`src/rtl/conv_pkg.sv`:
```
// Shared types and helpers for the sequential-channel KxK convolution core.
// Accumulator sizing and output range reduction live here so every instance agrees on them.
package conv_pkg;

    typedef enum logic [1:0] {
        ST_ACC   = 2'd0,
        ST_FLUSH = 2'd1,
        ST_OUT   = 2'd2
    } conv_state_e;

    // Widest value sat_trunc handles; accumulator widths must stay at or below this.
    localparam int SAT_W = 128;

    function automatic int acc_width(input int dw, input int rw, input int k, input int nc);
        int prod_w;
        prod_w = 2 * dw + $clog2(k * k * nc);
        return ((rw > prod_w) ? rw : prod_w) + 1;
    endfunction

    function automatic logic signed [SAT_W-1:0] sat_trunc(input logic signed [SAT_W-1:0] value,
                                                          input int rw, input bit saturate);
        logic signed [SAT_W-1:0] max_v;
        logic signed [SAT_W-1:0] min_v;
        logic signed [SAT_W-1:0] res;
        max_v = (SAT_W'(1) <<< (rw - 1)) - SAT_W'(1);
        min_v = -max_v - SAT_W'(1);
        if (saturate) begin
            if (value > max_v) begin
                res = max_v;
            end else if (value < min_v) begin
                res = min_v;
            end else begin
                res = value;
            end
        end else begin
            // Keep the low rw bits, sign-extended from bit rw-1.
            res = (value <<< (SAT_W - rw)) >>> (SAT_W - rw);
        end
        return res;
    endfunction

endpackage

```
`src/rtl/conv_window_mac.sv`:
```
// Combinational signed dot product of one KxK window against one KxK kernel.
// Products are kept at full 2*DATA_WIDTH precision and sign-extended into OUT_WIDTH.
module conv_window_mac
    import conv_pkg::*;
#(
    parameter int DATA_WIDTH = 8,
    parameter int KSIZE      = 3,
    parameter int OUT_WIDTH  = 22
) (
    input  logic [KSIZE-1:0][KSIZE-1:0][DATA_WIDTH-1:0] data_in,
    input  logic [KSIZE-1:0][KSIZE-1:0][DATA_WIDTH-1:0] kernel,
    output logic [OUT_WIDTH-1:0]                        dot
);

    localparam int PW = 2 * DATA_WIDTH;

    logic signed [PW-1:0]        prod_s;
    logic signed [OUT_WIDTH-1:0] sum_s;

    always_comb begin
        prod_s = '0;
        sum_s  = '0;
        for (int r = 0; r < KSIZE; r++) begin
            for (int c = 0; c < KSIZE; c++) begin
                prod_s = PW'($signed(data_in[r][c])) * PW'($signed(kernel[r][c]));
                sum_s  = sum_s + OUT_WIDTH'(prod_s);
            end
        end
    end

    assign dot = sum_s;

endmodule

```
`src/rtl/conv_kxk_seq_channel_core.sv`:
```
// One output pixel = bias + sum over channels of a KxK dot product, one channel per beat.
// ACC collects beats, FLUSH folds in the last partial and shapes the result, OUT holds it.
module conv_kxk_seq_channel_core
    import conv_pkg::*;
#(
    parameter int DATA_WIDTH   = 8,
    parameter int RESULT_WIDTH = 24,
    parameter int KSIZE        = 3,
    parameter int NUM_CHANNELS = 3,
    parameter int SATURATE     = 1
) (
    input  logic                                        clk,
    input  logic                                        rst,
    input  logic                                        in_valid,
    output logic                                        in_ready,
    input  logic [KSIZE-1:0][KSIZE-1:0][DATA_WIDTH-1:0] data_in,
    input  logic [KSIZE-1:0][KSIZE-1:0][DATA_WIDTH-1:0] kernel,
    input  logic [RESULT_WIDTH-1:0]                     bias,
    input  logic                                        relu_en,
    output logic                                        out_valid,
    input  logic                                        out_ready,
    output logic [RESULT_WIDTH-1:0]                     result,
    output logic                                        busy
);

    localparam int ACC_W = acc_width(DATA_WIDTH, RESULT_WIDTH, KSIZE, NUM_CHANNELS);
    localparam int CNT_W = (NUM_CHANNELS > 1) ? $clog2(NUM_CHANNELS) : 1;
    localparam logic [CNT_W-1:0] LAST_CH = CNT_W'(NUM_CHANNELS - 1);

    conv_state_e               state_q, state_d;
    logic [CNT_W-1:0]          ch_cnt_q, ch_cnt_d;
    logic signed [ACC_W-1:0]   acc_q, acc_d;
    logic signed [ACC_W-1:0]   psum_q, psum_d;
    logic                      psum_v_q, psum_v_d;
    logic                      relu_q, relu_d;
    logic [RESULT_WIDTH-1:0]   result_q, result_d;
    logic                      out_valid_q, out_valid_d;

    logic [ACC_W-1:0]          mac_s;
    logic                      beat_s;
    logic signed [ACC_W-1:0]   final_s;
    logic signed [ACC_W-1:0]   relu_val_s;
    logic signed [SAT_W-1:0]   sat_s;

    conv_window_mac #(
        .DATA_WIDTH (DATA_WIDTH),
        .KSIZE      (KSIZE),
        .OUT_WIDTH  (ACC_W)
    ) u_mac (
        .data_in (data_in),
        .kernel  (kernel),
        .dot     (mac_s)
    );

    assign in_ready  = (state_q == ST_ACC);
    assign busy      = !((state_q == ST_ACC) && (ch_cnt_q == '0));
    assign out_valid = out_valid_q;
    assign result    = result_q;

    always_comb begin
        state_d     = state_q;
        ch_cnt_d    = ch_cnt_q;
        psum_d      = psum_q;
        psum_v_d    = 1'b0;
        relu_d      = relu_q;
        result_d    = result_q;
        out_valid_d = out_valid_q;
        beat_s      = in_valid && in_ready;
        acc_d       = psum_v_q ? (acc_q + psum_q) : acc_q;
        final_s     = acc_q + psum_q;
        relu_val_s  = (relu_q && final_s[ACC_W-1]) ? '0 : final_s;
        sat_s       = sat_trunc(SAT_W'(relu_val_s), RESULT_WIDTH, SATURATE != 0);

        case (state_q)
            ST_ACC: begin
                if (beat_s) begin
                    psum_d   = $signed(mac_s);
                    psum_v_d = 1'b1;
                    // The previous pixel drained in FLUSH, so no pending psum collides with the bias load.
                    if (ch_cnt_q == '0) begin
                        acc_d  = ACC_W'($signed(bias));
                        relu_d = relu_en;
                    end
                    if (ch_cnt_q == LAST_CH) begin
                        ch_cnt_d = '0;
                        state_d  = ST_FLUSH;
                    end else begin
                        ch_cnt_d = ch_cnt_q + CNT_W'(1);
                    end
                end
            end
            ST_FLUSH: begin
                result_d    = sat_s[RESULT_WIDTH-1:0];
                out_valid_d = 1'b1;
                state_d     = ST_OUT;
            end
            ST_OUT: begin
                if (out_ready) begin
                    out_valid_d = 1'b0;
                    state_d     = ST_ACC;
                end
            end
            default: begin
                state_d = ST_ACC;
            end
        endcase
    end

    always_ff @(posedge clk) begin
        if (rst) begin
            state_q     <= ST_ACC;
            ch_cnt_q    <= '0;
            acc_q       <= '0;
            psum_q      <= '0;
            psum_v_q    <= 1'b0;
            relu_q      <= 1'b0;
            result_q    <= '0;
            out_valid_q <= 1'b0;
        end else begin
            state_q     <= state_d;
            ch_cnt_q    <= ch_cnt_d;
            acc_q       <= acc_d;
            psum_q      <= psum_d;
            psum_v_q    <= psum_v_d;
            relu_q      <= relu_d;
            result_q    <= result_d;
            out_valid_q <= out_valid_d;
        end
    end

endmodule
```
`config.mk`:
```
export PLATFORM = sky130hd
export DESIGN_NAME = conv_kxk_seq_channel_core
export DESIGN_NICKNAME = d
export VERILOG_FILES = /design/src/rtl/conv_pkg.sv /design/src/rtl/conv_window_mac.sv /design/src/rtl/conv_kxk_seq_channel_core.sv
export SDC_FILE = /design/constraint.sdc
export NUM_CORES = 2
export LEC_CHECK = 0
export CAP_MARGIN = 20
export CORE_MARGIN = 4
export CORE_UTILIZATION = 50
export DETAILED_ROUTE_END_ITERATION = 10
export PLACE_DENSITY = 0.72
export SETUP_SLACK_MARGIN = 0.2
export SLEW_MARGIN = 20
export SYNTH_ARGS = -nofsm -noshare
export SYNTH_HDL_FRONTEND = slang
export SYNTH_SLANG_ARGS = --single-unit
```
`constraint.sdc`:
```
create_clock -name clk -period 38 [get_ports clk]
set_clock_uncertainty 0.1 [all_clocks]
set_input_delay 7.6 -clock clk [delete_from_list [all_inputs] [get_ports clk]]
set_output_delay 7.6 -clock clk [all_outputs]
set_load 0.02 [all_outputs]
```
; ---- After elaboration in Yosys (flattened, before gate mapping)
; Index checks and enable logic that the tools add are counted.
[op_classes]
bitwise_logic = 1
order_cmp = 2
n_addsub = 10
reduce_logical = 12
eq_ne = 6
n_mux = 15
mul = 9
[op_table]
columns = op, count
row1 = 25-bit by 16-bit adder with 25-bit output, 6
row2 = 8-bit by 8-bit multiplier with 16-bit output, 9
row3 = 25-bit two-way mux, 5
row4 = 24-bit two-way mux, 2
row5 = 25-bit adder, 1
row6 = 25-bit by 24-bit > comparator with 1-bit output (second input constant), 1
row7 = 25-bit by 24-bit < comparator with 1-bit output (second input constant), 1
row8 = 17-bit by 16-bit adder with 18-bit output, 1
row9 = 16-bit by 16-bit adder with 17-bit output, 1
row10 = 2-bit two-way mux, 4
row11 = 2-bit case mux with 3 select lines, 1
row12 = 3-bit AND reduction, 2
row13 = 2-bit equality test (second input constant), 2
row14 = 2-bit logical NOT, 2
row15 = 2-bit by 1-bit inequality test with 1-bit output (second input constant), 2
row16 = 2-bit AND reduction, 2
row17 = 1-bit logical AND, 3
row18 = 2-bit by 1-bit adder with 2-bit output (second input constant), 1
row19 = 2-bit by 1-bit equality test with 1-bit output (second input constant), 1
row20 = 1-bit two-way mux, 2
row21 = 2-bit inequality test (second input constant), 1
row22 = 1-bit case mux with 2 select lines, 1
row23 = 2-bit nonzero test, 1
row24 = 2-bit OR reduction, 1
row25 = other kinds (2), 2
[totals]
output_inout_bits = 27
input_bits = 173
register_bits = 81
elab_cells = 63

; ---- Longest topological paths before layout
[depth]
depth_word = 9
mapped_depth = 48
mapped_depth_nobuf = 47

; ---- Hierarchy
; From an unflattened synthesis, not the netlist that was laid out.
[unflattened]
hier_cells = 3164
hier_area_um2 = 30548.0
[modules_own_cells]
columns = module, n_inst, cells_each, area_each_um2
row1 = conv_window_mac, 1, 2611, 25931.1
row2 = conv_kxk_seq_channel_core, 1, 553, 4616.9

; ---- Worst setup path before layout
; Ideal clock, no wire load.
[synth_path]
kind = input -> register
start = in kernel[0] (netlist bit)
end = reg psum_q[20]
cell_stages = 46
setup_ns = 0.117
setup_slack_ns = 18.731
n_path_buf = 0
arrival_time_ns = 19.052
path_cell_list = and2_1 -> fa_1 -> fa_1 -> inv_1 -> fa_1 -> fa_1 -> inv_1 -> fa_1 -> fa_1 -> inv_1 -> fa_1 -> inv_1 -> ha_1 -> a21o_1 -> a21oi_1 -> o21bai_1 -> a211o_1 -> a31oi_1 -> [... 10 more ...] -> fa_1 -> inv_1 -> fa_1 -> inv_1 -> fa_1 -> inv_1 -> fa_1 -> inv_1 -> ha_1 -> nand2_1 -> nand2_1 -> a21oi_1 -> nor2b_1 -> nor3_1 -> o32ai_1 -> o41ai_1 -> xnor2_1 -> a22o_1
[synth_between]
elab_chain_len = 9
[synth_lines]
columns = item, line
row1 = from (decl), conv_kxk_seq_channel_core.sv:17  ; input logic [KSIZE-1:0][KSIZE-1:0][DATA_WIDTH-1:0] kernel,
row2 = 8-bit by 8-bit multiplier with 16-bit output, conv_window_mac.sv:25  ; prod_s = PW'($signed(data_in[r][c])) * PW'($signed(kernel[r][c]));
row3 = 16-bit by 16-bit adder with 17-bit output, conv_window_mac.sv:26  ; sum_s = sum_s + OUT_WIDTH'(prod_s);
row4 = 17-bit by 16-bit adder with 18-bit output, conv_window_mac.sv:26
row5 = 25-bit by 16-bit adder with 25-bit output (6 in a row), conv_window_mac.sv:26
row6 = to (signal assigned), conv_kxk_seq_channel_core.sv:123  ; psum_q <= psum_d;
row7 = to (decl), conv_kxk_seq_channel_core.sv:33  ; logic signed [ACC_W-1:0] psum_q, psum_d;
; No other way between the ends.
; A chain may end at the register's enable or synchronous reset.

; ---- Final worst setup path
[layout_path]
start = in kernel[8] (netlist bit)
end = reg psum_q[20]
; The elaborated chain is that of the path after synthesis.

==> results.yml <==
timing:
  setup_viol: 0
  slew_headroom_pct: 25.5
  worst_slew_pin_slew_ns: 1.11
  fin_crit_sh_pct: 53.6
  finalCriticalPeriod_ns: 20.36
  max_freq_ghz: 0.0491
  rsz0062_at_grt: "no"
  hold_viol: 0
  finalMaxSlewViolations: 0
  hold_slack_ns: 0.359
  setup_tns_ns: 0
floorplan:
  rows: 89
  boundaryPins: 200
  die_h_um: 252
  fp.coreArea_sq_um: 59000
  die_area_sq_um: 63600
  die_x_um: 252
  initial_core_util_pct: 50.5
global_routing:
  antenna_found_initial: 11
  grt-ovfl-total: 0
  grt_pass1_wl_mm: 119
  grt_pass1_vias: 22500
  grt_usage_pct: 23.6
  grt_max_degree: 103
worst_setup_path:
  r2r_slack_ns: 34.39
  cp-endpoint: "psum_q[20]"
  critPathLaunch: "kernel[8]"
  crit_cells: 46
  cp.buffers_inverters: 12
  r2r-end: "result[12]"
  critical_path_arrival_ns: 20.50
  crit_top_cell: "fa_1"
  cp_max_fo: 8
  start_kind: "primary input"
  cp_top_family: "adder cells"
  cp_slowest_stage_delay_ns: 0.74
  cp.required_ns: 38.14
  worstReg2RegStart: "acc_q[0]"
  cp_slowest_cell: "clkdlybuf4s50_1"
  path_class: "in -> reg"
  r2r_cells: 12
  cp-end-kind: "register"
hold_path:
  hp-class: "reg -> reg"
  holdPathStages: 2
clocking:
  cts_resized: 0
  cts_tree: "done"
  cts_buffers: 9
  clock_latency_ns: 0.35
  cts.sinks: 81
  clockBufferDepth: 2
  cts_root_buf: "clkbuf_16"
  postCtsSetupBuffers: 0
  ctsHoldBuffers: 0
  clk_pin_slew_worst_paths_ns: 0.06
  cts_max_level: 3
routing:
  wl_per_cell_um: 17.4
  vias_per_cell: 5.09
  drt-total-wl_mm: 70.9
  drc: 0
  vias: 20700
  drt_iter0_drc: 1238
  dr.pass1.iters: 6
  ant_nets: 0
placement:
  gp_congestion: 0.916
  numPortBuffers: 199
  hpwlAfterDp_mm: 64.0
synth:
  synth_edf_count: 0
  yosysSeqAreaShare_pct: 5.44
  ys_seq_elements: 81
  yosysWarnings: 0
  async_flop_share_pct: 0
  synth_top_cells_by_area: "fa_1 (53%), inv_1 (11%), ha_1 (9.9%)"
  netlist_area_sq_um: 29800
  synth_top_area_share_pct: 52.6
  synth.distinct_cells: 60
  synthCells: 3107
  synth_top_area_cell: "fa_1"
  synth_nets: 4299
  synth_ff_type: "dfxtp_1"
  syn_avg_cell_area_sq_um: 9.59
finish:
  syn_to_final_growth_pct: 10.6
  layout-drive-gt1-share_pct: 0.944
  fin_nets: 4472
  mostFrequentLayoutCell: "inv_1"
  fillers: 5251
  final_cell_mix: "inv_1 (841), fa_1 (783), nand2_1 (341)"
run_status:
  status: "completed"
run:
  drv_cap: 0
worst min path at each step:
stage / startpoint / endpoint
final: psum_q[8] / psum_q[8]
after CTS: psum_q[8] / psum_q[8]
after global routing: psum_q[23] / psum_q[23]
after floorplan: psum_q[10] / psum_q[10]
after detailed placement: psum_q[8] / psum_q[8]
after global placement: psum_q[8] / psum_q[8]
kinds of logic after synthesis:
logic type,Yosys count,share of synthesized area (%)
multiplexers,15,0.504
buffers and inverters,886,11.2
adder cells (fa/ha/maj),1019,62.5
XOR/XNOR,63,1.88
AO/OA/AOI/OAI,218,5.01
AND/OR/NAND/NOR,825,13.5
flip-flops,81,5.44
cells in the mapped netlist, drive strengths merged, types with 7 or more instances:
cell	instances
mux2i	15
and2	255
clkbuf	35
o21a	7
nand2b	39
a21oi	67
xnor2	52
fa	783
o21ai	20
nand2	341
buf	7
a211oi	30
ha	236
nor2	115
o32ai	24
nor2b	31
dfxtp	81
inv	841
xor2	11
a31oi	13
nor3	14
a21o	20
state kept, by name, summed over array words and instances (netlist names):
name / cells
relu_q: 1
acc_q: 25
ch_cnt_q: 2
out_valid: 1
psum_v_q: 1
psum_q: 25
result: 24
state_q: 2
worst min-delay path, stage by stage (launching register included):
cell and delay, ns:
dfxtp_1 0.31, nand2_1 0.05, a21oi_1 0.05
stage by stage:
| step | std cells | worst slack, ns | util (%) | cell area [sq um] |
|---|---|---|---|---|
| CTS | 4058 | 17.66 | 55.8 | 32900 |
| detailed placement | 4042 | 17.31 | 55.3 | 32600 |
| finish | 4070 | 17.64 | 55.9 | 33000 |
| global placement | 4042 | 17.41 | 55.3 | 32600 |
| floorplan | 3107 | 18.73 | - | 29800 |
| global route | 4069 | 16.90 | 55.9 | 33000 |
metal layers:
layer,GRT usage (%),wire length (um),vias up
met1,33.1,29700,10500
met3,2.31,3760,84
met5,0,0,-
met4,5.67,1650,0
met2,40.1,35800,603
li1,-,-,9503
layout make-up:
class | count | area (sq um) | area share [%]
diodes | 12 | 30.0 | 0.0911
repair buffers | 204 | 2020 | 6.14
inverters | 844 | 3170 | 9.61
flip-flops and latches | 81 | 1620 | 4.92
clock inverters | 7 | 77.6 | 0.235
multi-input cells | 2140 | 24900 | 75.4
well taps | 773 | 967 | 2.93
clock buffers | 9 | 225 | 0.683
Power is not shown: default switching activity piles up to over one toggle a cycle in this logic, so the estimate is an artifact.
